===== src/rtl/pri_arb.sv =====
// Rotating-priority arbiter with a registered, non-retracting grant handshake.
// A grant stays put until valid && ready, then the search pointer moves past the winner.
// Optional feature: define PRI_ARB_LOCK_EN to add a 'lock' input that re-grants the
// current winner on acceptance while it keeps requesting.

`ifndef High
`define High 1'b1
`endif
`ifndef Low
`define Low 1'b0
`endif

module pri_arb #(
    parameter int   REQ = 8,
    parameter int   OUT = $clog2(REQ),
    parameter logic ACT = `High
) (
    input  logic           clk,
    input  logic           reset_,
    input  logic [REQ-1:0] req,
    input  logic           ready,
`ifdef PRI_ARB_LOCK_EN
    input  logic           lock,
`endif
    output logic           valid,
    output logic [REQ-1:0] grant,
    output logic [OUT-1:0] grant_id
);

    typedef enum logic {IDLE, GRANT} state_t;

    state_t         r_state;
    logic [OUT-1:0] r_ptr;
    logic [OUT-1:0] r_gid;
    logic [REQ-1:0] r_grant;

    logic [REQ-1:0] w_reqAct;
    logic           w_any;
    logic [OUT-1:0] w_nextAfter;
    logic [OUT-1:0] w_start;
    logic [OUT-1:0] w_winner;
    logic           w_lock;
    logic           w_holdSame;

    // First active request at or after s, wrapping to index 0 (two-pass scan, no modulo).
    function automatic logic [OUT-1:0] firstFrom(input logic [REQ-1:0] r,
                                                 input logic [OUT-1:0] s);
        logic [OUT-1:0] win;
        logic           hit;
        win = '0;
        hit = 1'b0;
        for (int i = 0; i < REQ; i++) begin
            if (!hit && (i >= int'(s)) && r[i]) begin
                hit = 1'b1;
                win = OUT'(i);
            end
        end
        for (int i = 0; i < REQ; i++) begin
            if (!hit && (i < int'(s)) && r[i]) begin
                hit = 1'b1;
                win = OUT'(i);
            end
        end
        return win;
    endfunction

    // Normalise request polarity and pick the next winner from the proper starting index.
    always_comb begin
        w_reqAct    = ACT ? req : ~req;
        w_any       = |w_reqAct;
        w_nextAfter = (r_gid == OUT'(REQ - 1)) ? '0 : r_gid + OUT'(1);
        w_start     = (r_state == GRANT) ? w_nextAfter : r_ptr;
        w_winner    = firstFrom(w_reqAct, w_start);
`ifdef PRI_ARB_LOCK_EN
        w_lock      = lock;
`else
        w_lock      = 1'b0;
`endif
        w_holdSame  = w_lock && ((w_reqAct & r_grant) != '0);
    end

    // Handshake FSM: grant is loaded on entry, frozen until accepted, then reloaded or dropped.
    always_ff @(posedge clk or negedge reset_) begin
        if (!reset_) begin
            r_state <= IDLE;
            r_ptr   <= '0;
            r_gid   <= '0;
            r_grant <= '0;
        end else begin
            case (r_state)
                IDLE: begin
                    if (w_any) begin
                        r_state <= GRANT;
                        r_gid   <= w_winner;
                        r_grant <= {{(REQ-1){1'b0}}, 1'b1} << w_winner;
                    end
                end
                GRANT: begin
                    if (ready) begin
                        if (!w_lock) begin
                            r_ptr <= w_nextAfter;
                        end
                        if (w_holdSame) begin
                            r_state <= GRANT;
                        end else if (w_any) begin
                            r_state <= GRANT;
                            r_gid   <= w_winner;
                            r_grant <= {{(REQ-1){1'b0}}, 1'b1} << w_winner;
                        end else begin
                            r_state <= IDLE;
                            r_grant <= '0;
                        end
                    end
                end
                default: begin
                    r_state <= IDLE;
                    r_grant <= '0;
                end
            endcase
        end
    end

    // Apply the configured output polarity to the registered handshake state.
    always_comb begin
        valid    = (r_state == GRANT) ? ACT : ~ACT;
        grant    = ACT ? r_grant : ~r_grant;
        grant_id = r_gid;
    end

endmodule


===== config.mk =====
export PLATFORM = sky130hd
export DESIGN_NAME = pri_arb
export DESIGN_NICKNAME = d
export VERILOG_FILES = /design/src/rtl/pri_arb.sv
export SDC_FILE = /design/constraint.sdc
export NUM_CORES = 1
export LEC_CHECK = 0
export CAP_MARGIN = 20
export CORE_MARGIN = 10
export CORE_UTILIZATION = 54
export CTS_CLUSTER_SIZE = 24
export DETAILED_ROUTE_END_ITERATION = 8
export GPL_ROUTABILITY_DRIVEN = 0
export PLACE_DENSITY = 0.84
export SYNTH_ARGS = -nofsm -noshare
export SYNTH_HDL_FRONTEND = slang
export SYNTH_SLANG_ARGS = --single-unit

===== constraint.sdc =====
create_clock -name clk -period 8.9 [get_ports clk]
set_clock_uncertainty 0.1 [all_clocks]
set_input_delay 1.78 -clock clk [delete_from_list [all_inputs] [get_ports clk]]
set_output_delay 1.78 -clock clk [all_outputs]
set_load 0.005 [all_outputs]

==> Word level (Yosys, flattened, before mapping) <==
Index checks and enable logic that the tools add are counted.
{ "totals": {"ff_bits": 15, "inputBits": 11, "output_inout_bits": 12} }
{ "op_classes": {"n_addsub": 1, "magnitude_cmp": 14, "eq_ne": 3, "shift": 1, "n_mux": 41, "bitwise": 1, "n_reduce_logical": 45} }
{ "op_table": {"columns": ["operator", "n"], "rows": [
  ["3-bit two-way mux", 15],
  ["1-bit logical AND", 28],
  ["8-bit two-way mux", 3],
  ["1-bit two-way mux", 18],
  ["8-bit case mux with 2 select lines", 1],
  ["1-bit zero test", 14],
  ["3-bit greater-or-equal comparator, first input constant", 3],
  ["3-bit < comparator, first input constant", 3],
  ["8-bit OR reduction", 1],
  ["1-bit by 3-bit left shift with 8-bit output, first input constant", 1],
  ["1-bit by 3-bit greater-or-equal comparator with 1-bit output, first input constant", 2],
  ["2-bit by 3-bit greater-or-equal comparator with 1-bit output, first input constant", 2],
  ["1-bit by 3-bit < comparator with 1-bit output, first input constant", 2],
  ["2-bit by 3-bit < comparator with 1-bit output, first input constant", 2],
  ["3-bit case mux with 2 select lines", 1],
  ["2-bit two-way mux", 2],
  ["2-bit != test, second input constant", 2],
  ["2-bit AND reduction", 2],
  ["3-bit by 1-bit adder with 3-bit output, second input constant", 1],
  ["3-bit == test, second input constant", 1],
  ["1-bit case mux with 2 select lines", 1],
  ["1-bit inverter", 1]
]} }

==> Longest topological paths before layout <==
Gate-level depths: netlist of run 1.
{ "depth": {"ltp_word": 65, "ltp_mapped": 11} }

==> Worst setup path before layout of run 1 <==
OpenSTA, ideal clock, no wires.
{ "synth_path": {"path_kind": "input-to-reg", "from": "input req[2]", "to": "register r_grant[6], in the netlist grant[6]", "arrival_time_ns": 3.339, "required_time_ns": 8.690, "path_slack_ns": 5.351, "stages": 8, "n_path_buf": 1, "cell_sequence": "nor2_1 nor2_1 a21oi_2 o311a_1 o311a_1 or2_1 buf_6 o41ai_1"} }
{ "synth_between": {"elab_chain_len": 53, "elab_cells_between_ends": 69} }
{ "synth_lines": {"columns": ["element", "line", "source"], "rows": [
  ["start, declared", "20", "input logic [REQ-1:0] req,"],
  ["1-bit logical AND", "53", "if (!hit && (i >= int'(s)) && r[i]) begin"],
  ["1-bit two-way mux", "53", null],
  ["1-bit zero test", "53", null],
  ["1-bit logical AND (2 in a row)", "53", null],
  ["1-bit two-way mux", "53", null],
  ["1-bit zero test", "53", null],
  ["1-bit logical AND (2 in a row)", "53", null],
  ["1-bit two-way mux", "53", null],
  ["(+34 left out)", null, null],
  ["1-bit two-way mux", "59", "if (!hit && (i < int'(s)) && r[i]) begin"],
  ["1-bit zero test", "59", null],
  ["1-bit logical AND (2 in a row)", "59", null],
  ["3-bit two-way mux", "59", null],
  ["1-bit by 3-bit left shift with 8-bit output", "95, 108", null],
  ["8-bit two-way mux", "105", "end else if (w_any) begin"],
  ["8-bit two-way mux", "99", "if (ready) begin"],
  ["8-bit case mux with 2 select lines", "90", "case (r_state)"],
  ["end signal, assigned", "95", "r_grant <= {{(REQ-1){1'b0}}, 1'b1} << w_winner;"],
  ["end signal, assigned", "108", "r_grant <= {{(REQ-1){1'b0}}, 1'b1} << w_winner;"],
  ["end, declared", "35", "logic [REQ-1:0] r_grant;"]
]} }
Several ways; a longest one is shown, not always the timed one. The select of a mux whose other input is x is not followed.
A chain may end at the register's enable or synchronous reset.

==> Worst setup path after layout of run 1 <==
{ "layout_path": {"from": "input req[2]", "to": "register r_grant[7], in the netlist grant[7]"} }
The elaborated chain is that of the path after synthesis.

==> metrics.md, run 1 <==
| Metric | Value |
|---|---|
| Post-synth top area share | between 30 and 40% |
| Cts hold-fix bufs | 0 |
| First-pass GRT wire length | 5110 um |
| Sw Ratio | 48.4% |
| Die area | roughly 4300 sq um |
| Cells after Synth | 132 |
| FF-to-FF Start | grant_id[0] |
| Tmin final | 4.04 ns |
| R2R depth | 9 |
| VDD IR max | approximately 220 uV |
| Max_cap viols | 0 |
| Top Layer Used | met4 |
| Net Switching | 225 uW |
| Largest net degree at the start of global routing | 20 |
| Die Height | 65.3 um |
| Commonest non-fill, non-tap cell in the layout | nand2_1 |
| Cell taking the most area after synthesis | dfrtp_1 |
| Worst-path fanout max | 7 |
| Pint | 240 uW |
| Lkg Pwr | approximately 0.00056 uW |
| Ranking of synthesized cells by area | dfrtp_1, nand2_1, o21ai_0, nand3_1, nand2b_1 |
| CP Capture Type | register |
| Antenna-violating nets left | 0 |
| Flop pwr share | 24.7% |
| Core box area | about 2000 sq um |
| F_max | 247 MHz |
| Post-CTS Setup Bufs | 0 |
| Register area | 375 sq um |
| Input/output buffers | 22 |
| Commonest cells after routing, fill and taps aside | nand2_1, clkdlybuf4s50_1, dfrtp_1, nor2_1, o21ai_0 |
| First-pass DRT Iterations | 5 |
| P per Cell Area | between 300 and 400 nW/um^2 |
| Final layout net count | 167 |
| Root Buffer | clkbuf_4 |
| Worst min-delay path class | register to register |
| FILL cells | 173 |
| Ys flop type | dfrtp_1 |
| R2r setup slk | 5.53 ns |
| Worst path arrival time | 4.11 ns |
| Met3 WL post-DR | between 200 and 300 um |
| Syn. warnings | 0 |
| Vias per inst | roughly 6.4 |
| H-Tree Level Count | 1 |
| Avg Cell Area, Syn | between 8 and 9 sq um |
| Total CTS buffers | 3 |
| Clk slew on worst S/H paths | 0.08 ns |
| Distinct cells, synth | 40 |
| Drt initial violations | 75 |
| HPWL after DPL | 2330 um |
| Clock latency on the worst-skew pair | 0.28 ns |
| Startpoint Class | input pin |
| Finished Cell Area | approximately 1300 sq um |
| Final Cycle Share | 45.4% |
| IO Pins | 23 |
| CTS tree | built |
| Post-synth ARST share | 100% |
| Area of the multi-input gates | 668 sq um |
| Slew margin rel. | 37.8% |
| Initial Util | 56.5% |
| Power share of the clock group | 8.1% |
| Vias | 1148 |
| Longest Clk Path Bufs | 2 |
| Syn nets | about 150 |
| WL met1 | 1270 um |
| CTS sink count | 15 |
| Number of global-route vias before repair | roughly 1100 |
| Setup_tns | 0 ns |
| Comb pwr share | 67.2% |
| Drt total wl | 3000 um |
| Die X | around 65 um |
| Worst hold path cell count | 2 |
| N_diodes | 0 |
| Total Routing Usage GR | 14.3% |
| Unrepaired setup endpoints after global routing | no |
| Synthesized cell area | 1110 sq um |
| Synthesis-stage register bit count | 15 |
| Outcome | finished, final reports clean |
| Final hold violations | 0 |
| Worst slew pin tran | about 0.93 ns |
| Placed cell area | between 1000 and 1500 sq um |
| Worst setup path end | grant[7] |
| Worst Setup SP | req[2] |
| RR Endpoint | grant[7] |
| Max-slew violations | 0 |
| Total global routing overflow | 0 |
| Wirelength per Cell | 16.7 um |
| Layout cells sized above 1 | under 10% |
| Post-cts resize count | 0 |
| Post-synth EDFFs | 0 |
| # rows | 16 |
| Finish-stage setup viols | 0 |
| Seq/Total Area, Yosys | 33.9% |
| Synthesis-to-layout area growth | 21.4% |
| WL met2 | 1450 um |
| WS Path Type | input pin to register |
| CP required | 8.96 ns |
| Post-route DRC violation count | 0 |
| Initial antenna violation count | 0 |
[worst min path at each step]
stage / slack, ns / to / from
floorplan: 0.37 / grant[6] / grant[6]
global placement: 0.37 / grant[7] / grant[7]
detailed placement: 0.37 / grant[2] / grant[2]
CTS: 0.40 / grant[0] / grant[0]
global route: 0.42 / grant[0] / grant[0]
finish: 0.39 / grant[0] / grant[0]
[stage by stage]
step                instances  setup WS (ns)  hold slack (ns)  power [uW]  utilization (%)
finish                    180           4.86            0.391         465             68.6
global route              180           4.67            0.419         504             68.6
CTS                       180           4.87            0.395         461             68.6
detailed placement        176           4.58            0.369         422             67.3
global placement          176           4.60            0.366         416             67.3
floorplan                 132           5.35            0.367         339                -
[power groups by stage]
stage                     Sequential, uW  Combinational [uW]  Clock [uW]
after floorplan                      112                 227           0
after global placement               116                 301           0
after detailed placement             116                 306           0
after CTS                            115                 308        39.2
after global routing                 119                 343        42.4
final                                115                 313        37.8
[metal layers]
| layer | GRT usage [%] | vias up |
|---|---|---|
| li1 | - | 547 |
| met2 | 24.3 | 57 |
| met1 | 16.8 | 542 |
| met4 | 1.60 | 0 |
| met5 | 0 | - |
| met3 | 6.10 | 2 |
[cells by family (layout without fill, tap and decap cells)]
group | Yosys count | count (layout) | share of synthesized area (%)
muxes | 2 | 2 | 1.92
adders and majority gates | 2 | 2 | 2.26
AOI/OAI and AO/OA | 39 | 39 | 27.8
DFF | 15 | 15 | 33.9
and+or+nand+nor | 63 | 63 | 28.3
buffers and inverters | 11 | 32 | 5.87
[synth_stat cells (3+ instances only)]
cell / number
inv_1: 6
nor2_1: 9
o41ai_1: 3
o221ai_1: 3
a32o_1: 3
o21ai_0: 9
buf_6: 3
a31oi_1: 3
nand3_1: 8
o31ai_1: 3
nand2b_1: 6
nand4_1: 3
nand2_1: 23
dfrtp_1: 15
[layout make-up]
class,instances,share of cell area [%]
tap,27,2.51
clock buffer,4,1.95
inverter,6,1.67
sequential,15,27.9
multi-input combinational,106,49.6
timing repair buffer,22,16.4
[worst max-delay path, stage by stage]
cell	delay [ns]
clkdlybuf4s50_1	0.56
nor2_1	0.07
nor2_1	0.13
a21oi_2	0.08
o311a_1	0.36
o311a_1	0.39
or2_1	0.34
o41ai_1	0.39
[state kept, by name, indices dropped and copies added, names as in the netlist]
signal	flops
r_state	1
grant	8
r_ptr	3
grant_id	3
Note: power is estimated with default switching activity, not from simulation.
==> inputs of run 2 (changes only) <==
- CORE_UTILIZATION: 54 -> 45
- PLACE_DENSITY: 0.84 -> 0.74
- clock period: 8.9 -> 3.5 ns (I/O delays scaled with it)
==> run 2 against run 1 <==
Total power grew to 2.6 times the previous value. Critical path depth up 1. Sequential share of layout area shrank 0.31 points. Clock power grew to 2.5 times the previous value. Routed wire length rose by 1.3%. Sequential cell count unchanged. Setup slack worse by 4.6 ns. Via count rose by 1.2%. Register-to-register slack got worse by 5.2 ns. First-iteration DRC count grew 77%. Critical endpoint unchanged. Highest routed layer unchanged.
==> metrics.md, run 2 (synthesis results as in run 1) <==
| Metric | Value |
|---|---|
| Final Cycle Share | 91.7% |
| Worst-path fanout max | 7 (unchanged) |
| Number of global-route vias before repair | 1171 (was 1142) |
| Final hold violations | 0 (unchanged) |
| Lkg Pwr | 0.000570 uW (was 0.000559 uW) |
| CTS tree | built (unchanged) |
| First-pass GRT wire length | 5330 um (was 5110 um) |
| Met3 usage | 3.99% (was 6.10%) |
| Number of flip-flops in the largest register | 8 (unchanged) |
| Outcome | finished, final reports clean (unchanged) |
| Global Route met2 Usage | 20.2% (was 24.3%) |
| # rows | 17 (was 16) |
| FILL cells | 199 (was 173) |
| Die area | 4850 sq um (was 4270 sq um) |
| IO Pins | 23 (unchanged) |
| Wirelength per Cell | 16.7 um (about the same) |
| Vias per inst | 6.38 (about the same) |
| Post-CTS Setup Bufs | 0 (unchanged) |
| Placed cell area | 1330 sq um (was 1320 sq um) |
| Max-slew violations | 0 (unchanged) |
| Die Height | 69.6 um (was 65.3 um) |
| Pre-CTS setup slack | 0.260 ns (was 4.58 ns) |
| Total Routing Usage GR | 12.6% (was 14.3%) |
| Initial antenna violation count | 0 (unchanged) |
| Unrepaired setup endpoints after global routing | no (unchanged) |
| Finished Cell Area | 1360 sq um (was 1350 sq um) |
| Final layout net count | 168 (was 167) |
| CTS sink count | 15 (unchanged) |
| Finish-stage setup viols | 0 (unchanged) |
| Clk slew on worst S/H paths | 0.09 ns (was 0.08 ns) |
| F_max | 312 MHz |
| Area of the multi-input gates | 673 sq um (was 668 sq um) |
| Post-route DRC violation count | 0 (unchanged) |
| Commonest cells after routing, fill and taps aside | nand2_1, clkdlybuf4s50_1, dfrtp_1, nor2_1, o21ai_0 (unchanged) |
| VDD IR max | 465 uV (was 222 uV) |
| Worst Setup SP | grant_id[0] (was req[2]) |
| Core Util, Final | 59.8% (was 68.6%) |
| WS Path Type | register to register (was input pin to register) |
| Die X | 69.6 um (was 65.3 um) |
| Drt total wl | 3040 um (was 3000 um) |
| N_diodes | 0 (unchanged) |
| Largest net degree at the start of global routing | 20 (unchanged) |
| Slew margin rel. | 57.2% (was 37.8%) |
| First-pass DRT Iterations | 6 (was 5) |
| Core box area | 2280 sq um (was 1960 sq um) |
| Total CTS buffers | 3 (unchanged) |
| Startpoint Class | register (was input pin) |
| Initial Util | 48.7% (was 56.5%) |
| Register area | 375 sq um (unchanged) |
| Worst slew pin tran | 0.640 ns (was 0.927 ns) |
| Final WS setup | 0.290 ns (was 4.86 ns) |
| Vias | 1162 (was 1148) |
| Antenna-violating nets left | 0 (unchanged) |
| H-Tree Level Count | 1 (unchanged) |
| GR peak layer | met2 (unchanged) |
| Final hold slack | 0.389 ns (was 0.391 ns) |
| Met1 layer usage reported by global route | 14.9% (was 16.8%) |
| FF-to-FF Start | grant_id[0] (unchanged) |
| Synthesis-to-layout area growth | 22.8% (was 21.4%) |
| Input/output buffers | 22 (unchanged) |
| Longest Clk Path Bufs | 2 (unchanged) |
| CP Capture Type | register (unchanged) |
| Worst min-delay path class | register to register (unchanged) |
| HPWL after DPL | 2360 um (was 2330 um) |
| Drt initial violations | 133 (was 75) |
| HP Start | grant[2] (was grant[0]) |
| Commonest non-fill, non-tap cell in the layout | nand2_1 (unchanged) |
| Max_cap viols | 0 (unchanged) |
| Total global routing overflow | 0 (unchanged) |
| Worst path arrival time | 3.27 ns (was 4.11 ns) |
| Root Buffer | clkbuf_4 (unchanged) |
| Clock latency on the worst-skew pair | 0.28 ns (about the same) |
| CP required | 3.57 ns (was 8.96 ns) |
| Layout cells sized above 1 | 8.44% (was 6.54%) |
| P per Cell Area | 879 nW/um^2 (was 346 nW/um^2) |
| Setup_tns | 0 ns (unchanged) |
| Tmin final | 3.21 ns |
-- run 2: cell count changes in the layout (fill, tap and decap cells not counted) --
cell,before,now
buf_4,0,1
nor3b_2,0,1
clkinv_2,0,1
clkbuf_1,1,0
nor3b_1,1,0
-- run 2: through the flow --
stage,power [uW],cells
finish,1200,182
global route,1300,182
CTS,1170,182
detailed placement,1070,178
global placement,1050,178
floorplan,863,132
-- run 2: worst max-delay path: stages (launching register included) --
cell and delay [ns]:
dfrtp_1 0.44, ha_1 0.22, ha_1 0.39, mux2i_1 0.20, nor2_1 0.20, a21oi_2 0.08, o311a_1 0.37, o311a_1 0.36
or2_1 0.32, o41ai_1 0.43
-- run 2: layout make-up --
class	count	share of cell area [%]
clock buffers	3	1.65
clock inverters	1	0.368
inverters	6	1.65
multi-input cells	106	49.4
flip-flops and latches	15	27.6
well taps	28	2.57
repair buffers	23	16.7
-- run 2: path summary, 6_finish.rpt --
kind                       endpoint  slack [ns]  cells past startpoint
max                        grant[7]        0.29                      9
min                        grant[2]        0.39                      2
max reg2reg                grant[7]        0.29                      9
min reg2reg                grant[2]        0.39                      2
max in group asynchronous   r_state        2.18                      1
min in group asynchronous  grant[6]        0.71                      1
-- run 2: timing repair --
item                       in CTS  in global routing
gates resized for setup         0                  1
setup endpoints to repair       0                  1
hold buffers                    0                  0
-- run 2: report_power, final --
part	switching, uW	total, uW	internal [uW]
Clock	53.8	96.3	42.4
Combinational	472	810	337
Sequential	56.2	290	234
-- run 2: layer usage --
layer,vias to the layer above,part of all wire (%)
met1,546,44
met3,8,7.8
met5,-,0
li1,549,-
met4,0,1.2
met2,59,47
